--- config.mk ---
export PLATFORM = sky130hd
export DESIGN_NAME = fetch_unit
export DESIGN_NICKNAME = d
export VERILOG_FILES = /design/src/rtl/fetch_pkg.sv /design/src/rtl/fetch_queue.sv /design/src/rtl/fetch_unit.sv
export SDC_FILE = /design/constraint.sdc
export NUM_CORES = 1
export LEC_CHECK = 0
export CAP_MARGIN = 0
export CORE_ASPECT_RATIO = 1.5
export CORE_UTILIZATION = 55
export CTS_BUF_LIST = sky130_fd_sc_hd__clkbuf_4
export DETAILED_ROUTE_END_ITERATION = 7
export PLACE_DENSITY_LB_ADDON = 0.08
export SLEW_MARGIN = 20
export SYNTH_ARGS = -nofsm -noshare
export SYNTH_HDL_FRONTEND = slang
export SYNTH_SLANG_ARGS = --single-unit
--- constraint.sdc ---
create_clock -name clk -period 3.9 [get_ports clk]
set_input_delay 0.39 -clock clk [delete_from_list [all_inputs] [get_ports clk]]
set_output_delay 0.39 -clock clk [all_outputs]
set_load 0.005 [all_outputs]
--- src/rtl/fetch_pkg.sv ---
// Shared constants and the fetch-queue entry type for the dual-issue front end.
package fetch_pkg;

    localparam int unsigned ADDR_W = 16;
    localparam int unsigned INST_W = 16;

    localparam logic [ADDR_W-1:0] RESET_PC = 16'h0000;
    localparam logic [INST_W-1:0] NOP_INST = 16'h0000;

    typedef struct packed {
        logic [INST_W-1:0] inst;
        logic [ADDR_W-1:0] pc;
    } fetch_entry_t;

    localparam fetch_entry_t NOP_ENTRY = '{inst: NOP_INST, pc: '0};

endpackage

--- src/rtl/fetch_queue.sv ---
// Circular instruction FIFO: up to two pushes and two pops per cycle, synchronous flush.
module fetch_queue
    import fetch_pkg::*;
#(
    parameter int unsigned QDEPTH = 4
) (
    input  logic                     clk,
    input  logic                     reset,
    input  logic                     flush,
    input  logic [1:0]               push_cnt,
    input  fetch_entry_t             push_1,
    input  fetch_entry_t             push_2,
    input  logic [1:0]               pop_cnt,
    output fetch_entry_t             head_1,
    output fetch_entry_t             head_2,
    output logic [$clog2(QDEPTH):0]  count
);

    localparam int unsigned PtrW = $clog2(QDEPTH);
    localparam int unsigned CntW = PtrW + 1;

    fetch_entry_t    mem_q [QDEPTH];
    logic [PtrW-1:0] head_q, head_d, tail_q, tail_d;
    logic [CntW-1:0] count_q, count_d;

    always_comb begin
        head_d  = head_q + PtrW'(pop_cnt);
        tail_d  = tail_q + PtrW'(push_cnt);
        count_d = count_q + CntW'(push_cnt) - CntW'(pop_cnt);
        if (flush) begin
            head_d  = '0;
            tail_d  = '0;
            count_d = '0;
        end
    end

    always_ff @(posedge clk or posedge reset) begin
        if (reset) begin
            head_q  <= '0;
            tail_q  <= '0;
            count_q <= '0;
        end else begin
            head_q  <= head_d;
            tail_q  <= tail_d;
            count_q <= count_d;
        end
    end

    // Storage needs no reset: slots are only visible while counted as occupied.
    always_ff @(posedge clk) begin
        if (!flush) begin
            if (push_cnt != 2'd0) mem_q[tail_q] <= push_1;
            if (push_cnt == 2'd2) mem_q[tail_q + PtrW'(1)] <= push_2;
        end
    end

    assign head_1 = (count_q != '0)       ? mem_q[head_q]              : NOP_ENTRY;
    assign head_2 = (count_q > CntW'(1))  ? mem_q[head_q + PtrW'(1)]   : NOP_ENTRY;
    assign count  = count_q;

endmodule

--- src/rtl/fetch_unit.sv ---
// Dual-issue fetch: PC, one in-flight read pair, and a fetch queue feeding decode.
// Optional FETCH_BYPASS_EN forwards returning data straight to decode when the queue is empty.
module fetch_unit #(
    parameter int unsigned                  QDEPTH   = 4,
    parameter logic [fetch_pkg::ADDR_W-1:0] RESET_PC = fetch_pkg::RESET_PC
) (
    input  logic                           clk,
    input  logic                           reset,
    output logic [fetch_pkg::ADDR_W-1:0]   im_addr_1,
    output logic [fetch_pkg::ADDR_W-1:0]   im_addr_2,
    input  logic [fetch_pkg::INST_W-1:0]   im_data_1,
    input  logic [fetch_pkg::INST_W-1:0]   im_data_2,
    input  logic                           redirect_valid,
    input  logic [fetch_pkg::ADDR_W-1:0]   redirect_pc,
    output logic                           dec_valid_1,
    output logic                           dec_valid_2,
    output logic [fetch_pkg::INST_W-1:0]   dec_inst_1,
    output logic [fetch_pkg::INST_W-1:0]   dec_inst_2,
    output logic [fetch_pkg::ADDR_W-1:0]   dec_pc_1,
    output logic [fetch_pkg::ADDR_W-1:0]   dec_pc_2,
    input  logic [1:0]                     dec_take
);

    import fetch_pkg::*;

    localparam int unsigned CntW = $clog2(QDEPTH) + 1;
    localparam int unsigned OccW = CntW + 1;

    logic [ADDR_W-1:0] pc_q, pc_d, req_pc_q, req_pc_d;
    logic              inflight_q, inflight_d;
    logic              issue;
    logic [OccW-1:0]   occ_next;
    logic [CntW-1:0]   q_count;
    logic [1:0]        push_cnt, pop_cnt;
    fetch_entry_t      q_head_1, q_head_2, in_1, in_2, push_1, push_2, slot_1, slot_2;

    assign im_addr_1 = pc_q;
    assign im_addr_2 = pc_q + ADDR_W'(2);

    assign in_1 = '{inst: im_data_1, pc: req_pc_q};
    assign in_2 = '{inst: im_data_2, pc: req_pc_q + ADDR_W'(2)};

    // Occupancy after this edge plus a new pair must fit; dec_take added on the right to
    // keep the comparison unsigned-safe.
    assign occ_next = OccW'(q_count) + (inflight_q ? OccW'(4) : OccW'(2));
    assign issue    = !redirect_valid && (occ_next <= OccW'(QDEPTH) + OccW'(dec_take));

    always_comb begin
        pc_d       = pc_q;
        req_pc_d   = req_pc_q;
        inflight_d = 1'b0;
        if (redirect_valid) begin
            pc_d = {redirect_pc[ADDR_W-1:1], 1'b0};
        end else if (issue) begin
            pc_d       = pc_q + ADDR_W'(4);
            req_pc_d   = pc_q;
            inflight_d = 1'b1;
        end
    end

    always_ff @(posedge clk or posedge reset) begin
        if (reset) begin
            pc_q       <= RESET_PC;
            req_pc_q   <= RESET_PC;
            inflight_q <= 1'b0;
        end else begin
            pc_q       <= pc_d;
            req_pc_q   <= req_pc_d;
            inflight_q <= inflight_d;
        end
    end

`ifdef FETCH_BYPASS_EN
    logic bypass;
    assign bypass = inflight_q && (q_count == '0);
`endif

    always_comb begin
        push_1      = in_1;
        push_2      = in_2;
        push_cnt    = inflight_q ? 2'd2 : 2'd0;
        pop_cnt     = dec_take;
        slot_1      = q_head_1;
        slot_2      = q_head_2;
        dec_valid_1 = (q_count != '0);
        dec_valid_2 = (q_count > CntW'(1));
`ifdef FETCH_BYPASS_EN
        if (bypass) begin
            slot_1      = in_1;
            slot_2      = in_2;
            dec_valid_1 = 1'b1;
            dec_valid_2 = 1'b1;
            pop_cnt     = 2'd0;
            push_cnt    = 2'd2 - dec_take;
            if (dec_take == 2'd1) push_1 = in_2;
        end
`endif
        if (redirect_valid) begin
            push_cnt = 2'd0;
            pop_cnt  = 2'd0;
        end
    end

    assign dec_inst_1 = slot_1.inst;
    assign dec_inst_2 = slot_2.inst;
    assign dec_pc_1   = slot_1.pc;
    assign dec_pc_2   = slot_2.pc;

    fetch_queue #(
        .QDEPTH (QDEPTH)
    ) u_queue (
        .clk      (clk),
        .reset    (reset),
        .flush    (redirect_valid),
        .push_cnt (push_cnt),
        .push_1   (push_1),
        .push_2   (push_2),
        .pop_cnt  (pop_cnt),
        .head_1   (q_head_1),
        .head_2   (q_head_2),
        .count    (q_count)
    );

endmodule

# Yosys cells after proc, flatten, opt, wreduce, memory -nomap -nowiden
# Memory sizes are Yosys's and may differ from the RTL's.
# Cells that the tools add are included.
# classes
addsub,11
order_cmp,2
n_eq_ne,1
n_mux,19
n_bitwise,1
reduce_logical,6
# ops
op,n
$mux 32,2
$add 16x2->16 const B,2
$mux 16,2
$add 16x3->16 const B,1
$mux 2,5
$mux 1,8
$mux 3,2
$add 2x1->2 const B,2
$add 2x2->2,2
$add 3x2->4 const A,1
$add 3x3->4,1
$le 4x4->1,1
$reduce_bool 2->1,2
$add 3x2->3,1
$gt 3x1->1 const B,1
$reduce_bool 3->1,1
$sub 3x2->3,1
$eq 2x2->1 const B,1
$reduce_and 2->1,1
$logic_and 1x1->1,1
$logic_not 1->1,1
$not 1->1,1
# totals
register_bits,40
ramBits,128
inputBits,53
output_inout_bits,98
n_memories,1
# memory_table
name,words,word_bits,rd,rd_ports_with_merged_regs,wr,line_no,rtl
u_queue.mem_q,4,32,2,0,2,fetch_queue.sv:22,fetch_entry_t mem_q [QDEPTH];

# Logic depth before layout (Yosys ltp)
# logic_depth
depth_word,6
depth_mapped,9
ltp_nobuf,7

# By module
# From an unflattened synthesis, not the netlist that was laid out.
# hier_totals
hier_cells,679
area_unflattened_um2,10005.8
# by_module_without_submodules
mod,instances,cells_each,area_each_um2,seq_area_each_um2
fetch_queue,1,470,7952.6,4018.9
fetch_unit,1,209,2053.2,775.7

# Least setup slack after synthesis
# OpenSTA, ideal clock, no wires.
# synth_path
kind,input to register
startpoint,input port redirect_valid
endpoint,memory u_queue.mem_q[1][21] (netlist bit) (data pin)
t_arrival_ns,3.674
required_time_ns,3.640
path_slack_ns,-0.034
cell_stages,7
n_path_buf,4
cell_sequence,clkbuf_1 > clkbuf_1 > nor2_1 > ha_1 > clkbuf_1 > buf_1 > mux2_2
# synth_rtl
item,line_no,rtl
start: declaration,fetch_unit.sv:13,"input logic redirect_valid,"
end: declaration,fetch_queue.sv:22,

# Worst setup path in the final report
# layout_path
startpoint,register u_queue.head_q[0]
endpoint,output port dec_pc_2[2] (netlist bit)
# layout_via
elab_chain_len,3
# layout_lines
item,line_no,rtl
start: declaration,fetch_queue.sv:23,"logic [PtrW-1:0] head_q, head_d, tail_q, tail_d;"
start signal: assignment,fetch_queue.sv:39,head_q <= '0;
start signal: assignment,fetch_queue.sv:43,head_q <= head_d;
$add 2x1->2,fetch_queue.sv:58,assign head_2 = (count_q > CntW'(1)) ? mem_q[head_q + PtrW'(1)] : NOP_ENTRY;
$mem_v2 4x32,n/a,
$mux 32,fetch_queue.sv:58,
end: declaration,fetch_unit.sv:20,"output logic [fetch_pkg::ADDR_W-1:0] dec_pc_2,"
# Every way passes these cells.

==> flow_summary.yaml <==
setup_path:
  critPathKind: "reg2out"
  cp.arrival_ps: 2920
  worstPathRequired_ps: 3510
  cp-start-kind: "register"
  endpoint_kind: "output pin"
  critPathMaxFanout: 31
place:
  post_dp_cell_area_mm2: 0.0103
  dpl.cell_count: 919
  routabilityCongestion: 0.800
  dp_hpwl_mm: 12.7
  io_buffers: 145
sta:
  timing.fmax_ghz: 0.302
  fin_crit_sh_pct: 84.8
  slew_headroom_pct: 37.2
  rsz0062_at_grt: "no"
  hold_violations: 0
  slew_violations: 0
  setup-violations-final: 0
  period_needed_ps: 3310
  worstMarginPinSlew_ps: 940
  fin_skew_ps: 28.8
logic_synthesis:
  ys.warnings.count: 0
  synth_top_family_by_area: "multiplexers"
  synth_common_cells: "edfxtp_1 (124), clkbuf_1 (91), mux4_2 (62), mux2_2 (49), dfrtp_1 (37)"
  synth_compound_area_share_pct: 2.32
  synth_area_per_cell_um2: 13.3
  synth_edf_count: 124
  synthXorXnorAreaFrac_pct: 4.43
  ys.flop_type: "edfxtp_1"
  ys_ff_latch: 161
  synthCells: 668
  syn_area_mm2: 0.00890
  yosys.area.top_type: "edfxtp_1"
  async_reset_ff_share_pct: 23.0
  synth_most_common_cell: "edfxtp_1"
  synth.distinct_cells: 40
  synth_top_area_share_pct: 41.8
  synth_simple_gate_area_share_pct: 11.2
  muxShareOfSynthArea_pct: 21.9
  synth_adder_area_share_pct: 2.00
  yosys-top-cells-area: "edfxtp_1 (42%), mux4_2 (16%), dfrtp_1 (10%)"
  yosysSeqAreaShare_pct: 52.2
cts:
  cts_tree: "yes"
  cts_resized: 0
  ctsRootBufferMaster: "clkbuf_4"
  clockBufferDepth: 2
  clock-sinks: 161
  numCtsBuffers: 17
  post-cts-setup-buffers: 0
  worstSkewPairLatency_ps: 530
  ctsHtreeMaxLevel: 4
  postCtsHoldBufs: 0
  path_clk_slew_ps: 140
pwr:
  pwr-share-clk_pct: 15.8
  seq_power_share_pct: 44.1
  p_leak_nw: 3.55
  pwr-share-comb_pct: 40.0
  fin_total_pwr_w: 0.00607
  switching_power_w: 0.00196
  sw_frac_of_total_pct: 32.2
  p_per_area_mw_per_mm2: 571
  internal_power_w: 0.00411
  ir_drop_uv: 467
finish:
  drive_above_1_share_pct: 23.0
  fin_area_mm2: 0.0106
  fin_nets: 801
  final_cells: 952
  syn2layout_area_growth_pct: 19.3
  fillCellCount: 1160
die:
  core_area_mm2: 0.0158
  io_pins: 151
  dieHeight_um: 158
  dieArea_mm2: 0.0167
  die_w_um: 106
  initial_utilization_pct: 56.5
  core.rowCount: 56
status:
  status: "finished, final reports clean"
route:
  routed_wl_mm: 17.5
  drc: 0
  vias: 5539
  drtAntennaViolNets: 0
  drtIter0Drc: 256
  detail_route.wl_per_cell_um: 18.4
  dr.pass1.iters: 4
  via_per_inst: 5.82
global_routing:
  grt_max_degree: 52
  antenna_found_initial: 1
  overflow: 0
  grt_pass1_wl_mm: 28.4
  grt_pass1_vias: 5738
  track_usage_pct: 22.3
run:
  maxCapViolCount: 0
worst_hold_path:
  hold_class: "in2async"
## cells by family after synthesis
family,after synthesis
adder cells (fa/ha/maj),13
XOR/XNOR,45
flip-flops,161
other,1
buffers and inverters,129
multiplexers,111
AO/OA/AOI/OAI,30
AND/OR/NAND/NOR,178
## state kept, by name (all words and copies together) (netlist names)
signal,flops
req_pc_q,15
u_queue.count,3
im_addr_1,15
u_queue.mem_q,124
inflight_q,1
u_queue.head_q,2
u_queue.tail_q,1
## path summary, 6_finish.rpt
path / startpoint / to / slack [ps] / depth (start not counted)
min reg2reg: req_pc_q[8]$_DFFE_PP0P_ / u_queue.mem_q[0][8]$_DFFE_PP_ / 610 / 0
min in group clk: redirect_pc[3] / im_addr_1[3]$_DFFE_PP0P_ / 410 / 3
max reg2reg: inflight_q$_DFF_PP0_ / im_addr_1[13]$_DFFE_PP0P_ / 1270 / 6
max in group asynchronous: reset / req_pc_q[9]$_DFFE_PP0P_ / 2800 / 3
min: reset / req_pc_q[3]$_DFFE_PP0P_ / 370 / 2
max: u_queue.head_q[0]$_DFF_PP0_ / dec_pc_2[2] / 590 / 4
## power by group through the flow
stage / registers, W / logic [W] / clock network, W
finish: 0.00268 / 0.00243 / 0.000961
detailed placement: 0.00271 / 0.00246 / 0
floorplan: 0.00248 / 0.00163 / 0
CTS: 0.00268 / 0.00247 / 0.000997
global placement: 0.00267 / 0.00240 / 0
global route: 0.00274 / 0.00264 / 0.00105
## through the flow
step                      util (%)  hold WS [ps]  TNS [ps]  worst slack (ps)
final                         67.3           365         0               593
after global routing          67.3           365         0               385
after CTS                     67.3           340         0               473
after detailed placement      65.6           577         0               968
after global placement        65.6           570         0              1040
after floorplan                  -           496      -673             -33.7
## critical path, cell delays in order, from the launching register on
cell	delay (ps)
dfrtp_4	850
buf_4	360
mux4_2	520
and2_1	180
clkdlybuf4s50_1	450
## area by class of cell
cell class              count  area [µm²]  share of cell area, %
diodes                      1        2.50                 0.0236
clock buffers              19         143                   1.34
clock inverters            13         133                   1.25
inverters                  12        45.0                  0.424
multi-input cells         381        3770                   35.5
flip-flops and latches    161        4650                   43.8
well taps                 203         254                   2.39
repair buffers            162        1620                   15.2
## routing by layer
layer  part of all wire (%)  track usage (%)
met4                    2.2             8.93
met3                    4.6             3.83
met2                     56             42.1
met1                     37             24.8
met5                      0                0
## layout by cell type, fill, tap and decap left out, types with 5 or more instances in the layout
cell type	count
a31oi_1	10
and2_1	31
buf_4	14
clkbuf_4	19
clkdlybuf4s50_1	145
dfrtp_1	35
edfxtp_1	124
ha_1	9
inv_1	12
mux2_2	49
mux4_2	62
nand2_1	24
nand3_1	17
nand4_1	17
nor2_1	23
nor2b_1	36
nor3_1	5
o31ai_1	8
or4_1	9
xnor2_1	36
xor2_1	9
(Power assumes the default switching activity.)
